## src/rtl/line_mission_ctrl.sv

```systemverilog
// Line-following mission controller: debounced sensor pair, follow/lost/search/fault FSM.
// Optional motor PWM gating is enabled by defining LINE_MISSION_PWM_EN.
module line_mission_ctrl #(
  parameter int DEBOUNCE      = 4,
  parameter int LOST_CYCLES   = 8,
  parameter int SEARCH_CYCLES = 64,
  parameter int PWM_PERIOD    = 16,
  parameter int PWM_DUTY      = 12
) (
  input  logic       clk,
  input  logic       reset,
  input  logic       start,
  input  logic       halt,
  input  logic       sensorLeft,
  input  logic       sensorRight,
  output logic       motorLeft,
  output logic       motorRight,
  output logic       busy,
  output logic       fault,
  output logic [2:0] state
);

  typedef enum logic [2:0] {
    IDLE   = 3'd0,
    FOLLOW = 3'd1,
    LOST   = 3'd2,
    SEARCH = 3'd3,
    FAULT  = 3'd4
  } state_t;

  state_t     cur;
  state_t     nxt;
  logic [1:0] raw;
  logic [1:0] cand;
  logic [1:0] filt;
  logic [3:0] db_cnt;
  logic [7:0] dwell;
  logic       last_right;
  logic [1:0] steer;

  assign raw = {sensorLeft, sensorRight};

  // The edge that first sees a new raw value counts as sample one.
  always_ff @(posedge clk or posedge reset) begin
    if (reset) begin
      cand   <= 2'b11;
      filt   <= 2'b11;
      db_cnt <= 4'd0;
    end else if (raw != cand) begin
      cand   <= raw;
      db_cnt <= 4'd1;
      if (DEBOUNCE == 1) filt <= raw;
    end else if (db_cnt < 4'(DEBOUNCE)) begin
      db_cnt <= db_cnt + 4'd1;
      if (db_cnt == 4'(DEBOUNCE - 1)) filt <= raw;
    end
  end

  always_ff @(posedge clk or posedge reset) begin
    if (reset) begin
      cur <= IDLE;
    end else begin
      cur <= nxt;
    end
  end

  // dwell holds cycles already spent in the current state, minus one.
  always_ff @(posedge clk or posedge reset) begin
    if (reset) begin
      dwell <= 8'd0;
    end else if (nxt != cur) begin
      dwell <= 8'd0;
    end else if (dwell != 8'hFF) begin
      dwell <= dwell + 8'd1;
    end
  end

  always_ff @(posedge clk or posedge reset) begin
    if (reset) begin
      last_right <= 1'b0;
    end else if (cur == FOLLOW) begin
      if (filt == 2'b01) last_right <= 1'b0;
      else if (filt == 2'b10) last_right <= 1'b1;
    end
  end

  always_comb begin
    nxt = cur;
    if (halt) begin
      nxt = IDLE;
    end else begin
      case (cur)
        IDLE:   if (start) nxt = FOLLOW;
        FOLLOW: if (filt == 2'b00) nxt = LOST;
        LOST: begin
          if (filt != 2'b00) nxt = FOLLOW;
          else if (dwell >= 8'(LOST_CYCLES - 1)) nxt = SEARCH;
        end
        SEARCH: begin
          if (filt != 2'b00) nxt = FOLLOW;
          else if (dwell >= 8'(SEARCH_CYCLES - 1)) nxt = FAULT;
        end
        FAULT:  if (start) nxt = FOLLOW;
        default: nxt = IDLE;
      endcase
    end
  end

  always_comb begin
    steer = 2'b00;
    unique case (1'b1)
      (cur == FOLLOW): steer = filt;
      (cur == SEARCH): steer = last_right ? 2'b10 : 2'b01;
      default:         steer = 2'b00;
    endcase
  end

  assign busy  = (cur == FOLLOW) || (cur == LOST) || (cur == SEARCH);
  assign fault = (cur == FAULT);
  assign state = cur;

`ifdef LINE_MISSION_PWM_EN
  localparam int PW = $clog2(PWM_PERIOD);

  logic [PW-1:0] pwm_cnt;
  logic          pwm_on;

  always_ff @(posedge clk or posedge reset) begin
    if (reset) begin
      pwm_cnt <= '0;
    end else if (pwm_cnt == PW'(PWM_PERIOD - 1)) begin
      pwm_cnt <= '0;
    end else begin
      pwm_cnt <= pwm_cnt + 1'b1;
    end
  end

  // Extra bit lets PWM_DUTY == PWM_PERIOD mean always on.
  assign pwm_on = {1'b0, pwm_cnt} < (PW + 1)'(PWM_DUTY);
  assign {motorLeft, motorRight} = steer & {2{pwm_on}};
`else
  assign {motorLeft, motorRight} = steer;
`endif

endmodule

```

## config.mk

```make
export PLATFORM = sky130hd
export DESIGN_NAME = line_mission_ctrl
export DESIGN_NICKNAME = d
export VERILOG_FILES = /design/src/rtl/line_mission_ctrl.sv
export SDC_FILE = /design/constraint.sdc
export NUM_CORES = 1
export LEC_CHECK = 0
export BUFFER_PORTS_ARGS = -buffer_cell sky130_fd_sc_hd__buf_4
export CAP_MARGIN = 20
export CELL_PAD_IN_SITES_DETAIL_PLACEMENT = 0
export CELL_PAD_IN_SITES_GLOBAL_PLACEMENT = 1
export CORE_MARGIN = 10
export CORE_UTILIZATION = 44
export CTS_CLUSTER_DIAMETER = 50
export CTS_CLUSTER_SIZE = 25
export DETAILED_ROUTE_END_ITERATION = 8
export PLACE_DENSITY = 0.88
export SLEW_MARGIN = 5
export SYNTH_ARGS = -nofsm -noshare
export SYNTH_HDL_FRONTEND = slang
export SYNTH_SLANG_ARGS = --single-unit
```

## constraint.sdc

```tcl
create_clock -name clk -period 2.4 [get_ports clk]
set_input_delay 0.12 -clock clk [delete_from_list [all_inputs] [get_ports clk]]
set_output_delay 0.12 -clock clk [all_outputs]
set_load 0.01 [all_outputs]
```

==> flow_summary.json <==
{
  "status": "complete, no violations",
  "relSlewSlack": 0.5075,
  "synth_ff_type": "dfrtp_1",
  "tns_ns": 0,
  "ioPinCount": 13,
  "ir_drop_mv": 0.4607,
  "grt_usage": 0.09712,
  "cts_setup_buffers": 0,
  "die_h_microns": 69.97,
  "numCtsBuffers": 3,
  "initial_core_util": 0.4516,
  "gp_congestion": 0.7375,
  "ys_ff_latch": 20,
  "hp-class": "input port to flip-flop",
  "yosys.area.top_type": "dfrtp_1",
  "power.density_nw_per_um2": 790.3,
  "async_flop_share": 1.000,
  "fillers": 227,
  "avgSynthCellArea_sq_um": 10.08,
  "setup_viol": 0,
  "clk_pin_slew_ns": 0.11,
  "finClkSkew_ns": 0.002577,
  "final_cells": 156,
  "p_total_mw": 1.023,
  "postRouteAntennaNets": 0,
  "synth_edf_count": 0,
  "synth_top_area_frac": 0.3645,
  "drv_slew": 0,
  "vias": 882,
  "syn_area_sq_um": 1099,
  "leakage_nw": 0.5911,
  "vias_per_cell": 5.654,
  "chipWidth_microns": 69.97,
  "core_region_area_sq_um": 2432,
  "cts_tree": "built",
  "critPathKind": "flip-flop to flip-flop",
  "die_area_sq_um": 4895,
  "cp_cell_sequence": "inv_1 -> ha_1 -> or3b_4 -> mux2_2 -> a311o_2 -> a221oi_2",
  "drtIter0Drc": 45,
  "overflow": 0,
  "synth.most_common_cell": "dfrtp_1",
  "cp-start-kind": "flip-flop",
  "grt_pass1_vias": 932,
  "dr.pass1.iters": 4,
  "synthCells": 109,
  "crit_fanout": 8,
  "finalWirelength_microns": 2319,
  "antenna_found_initial": 0,
  "worst_pin_slew_ns": 0.7380,
  "portBuffers": 12,
  "wire_per_inst_microns": 14.87,
  "area_growth_pct": 17.88,
  "fmax_mhz": 464.2,
  "period_minus_slack_ns": 2.154,
  "synth_warnings": 0,
  "drc": 0,
  "clk_latency_ns": 0.30,
  "required_ns": 2.62,
  "rsz0062_at_grt": "no",
  "hpwlAfterDp_microns": 1771,
  "synth_fp_nets": 119,
  "fin_crit_sh": 0.8976,
  "synth_commonest_cells": "16 x dfrtp_1, 15 x nor2_1, 7 x a21oi_1, 7 x nand2_1",
  "synth.area.top_cells": "dfrtp_1 36%, dfstp_2 9.6%, nor2_1 5.1%",
  "ys_seq_area_frac": 0.4601,
  "drive_gt1_frac": 0.2381,
  "finalHoldViolCount": 0,
  "cap_violations": 0,
  "grt_max_degree": 21,
  "slowest_delay_ns": 0.46,
  "num_antenna_cells": 0,
  "cp.arrival_ns": 2.37,
  "final_nets": 137,
  "h-tree-depth": 1,
  "end_kind": "flip-flop",
  "grt_first_pass_wirelength_microns": 4057,
  "clockBufferDepth": 2,
  "dp_cells": 148,
  "cp_slowest_cell": "a311o_2",
  "rows": 18,
  "root_buffer": "clkbuf_4",
  "synth_cell_types": 33,
  "cts_num_sinks": 20
}
-- layer usage --
layer  vias to the layer above  part of all wire  GRT usage
li1                        431                 -          -
met4                         0             0.014    0.03947
met3                         4             0.046    0.02825
met2                        17              0.52     0.1752
met1                       430              0.42     0.1022
met5                         -                 0          0
-- per-stage QoR --
step / hold slack (ns) / setup slack [ns] / utilization / cell area (sq um)
final: 0.1705 / 0.2458 / 0.5324 / 1295
after global routing: 0.1847 / 0.1343 / 0.5324 / 1295
after floorplan: 0.08087 / 0.3941 / - / 1099
after global placement: 0.2540 / 0.3180 / 0.5010 / 1219
after CTS: 0.01230 / 0.2453 / 0.5283 / 1285
after detailed placement: 0.2548 / 0.2569 / 0.5010 / 1219
-- layout make-up --
class / count / area (sq um) / share of cell area
tap: 30 / 37.54 / 0.02899
inverter: 5 / 18.77 / 0.01449
multi-input combinational: 80 / 559.3 / 0.4319
clock buffer: 4 / 36.28 / 0.02802
sequential: 20 / 505.5 / 0.3903
timing repair buffer: 17 / 137.6 / 0.1063
-- state kept, by name (all words and copies together) (netlist names) --
register,cells
cand,2
state,3
dwell,8
last_right,1
filt,2
db_cnt,4
-- logic make-up after synthesis --
group	after synthesis	synth area share
fa+ha+maj	4	0.04556
flops	20	0.4601
mux	8	0.07745
buf+inv	9	0.03075
xor+xnor	5	0.03986
compound gates	24	0.1731
simple gates	39	0.1731
-- worst max-delay path, delay by kind of cell, from the launching register on --
family | cells | cell delay, ns
simple gates | 1 | 0.40
flops | 1 | 0.39
mux | 1 | 0.27
compound gates | 2 | 0.75
fa+ha+maj | 1 | 0.20
buf+inv | 1 | 0.07
-- cell usage in the layout (no fill, tap or decap), types with 4 or more instances in the layout --
cell,count
dfrtp_1,16
nor2_1,15
buf_4,13
nand2_1,7
a21oi_1,7
inv_1,5
nor3_1,5
xor2_1,4
mux2_2,4
mux2i_1,4
ha_1,4
dfstp_2,4
dlygate4sd3_1,4
-- final timing paths --
path / from / to / slack [ns] / depth (start not counted)
setup reg to reg: filt[1]$_DFFE_PP1P_ / dwell[6]$_DFFE_PP0P_ / 0.25 / 6
hold reg to reg: db_cnt[3]$_DFFE_PP0P_ / db_cnt[3]$_DFFE_PP0P_ / 0.55 / 2
setup / recovery: filt[1]$_DFFE_PP1P_ / dwell[6]$_DFFE_PP0P_ / 0.25 / 6
hold / removal: start / state[0]$_DFF_PP0_ / 0.17 / 3
max in group asynchronous: reset / dwell[0]$_DFFE_PP0P_ / 1.44 / 3
min in group asynchronous: reset / state[0]$_DFF_PP0_ / 0.50 / 3
-- timing repair --
item / 4_1_cts / 5_1_grt
gates resized for setup: 0 / 0
endpoints found under the hold margin: 18 / 1
hold buffers: 3 / 1
setup endpoints to repair: 0 / 0
-- where the power goes --
group          internal (mW)  switching (mW)
sequential             0.414          0.0662
clock                 0.0925           0.102
combinational          0.167           0.182
(Power assumes the default switching activity.)
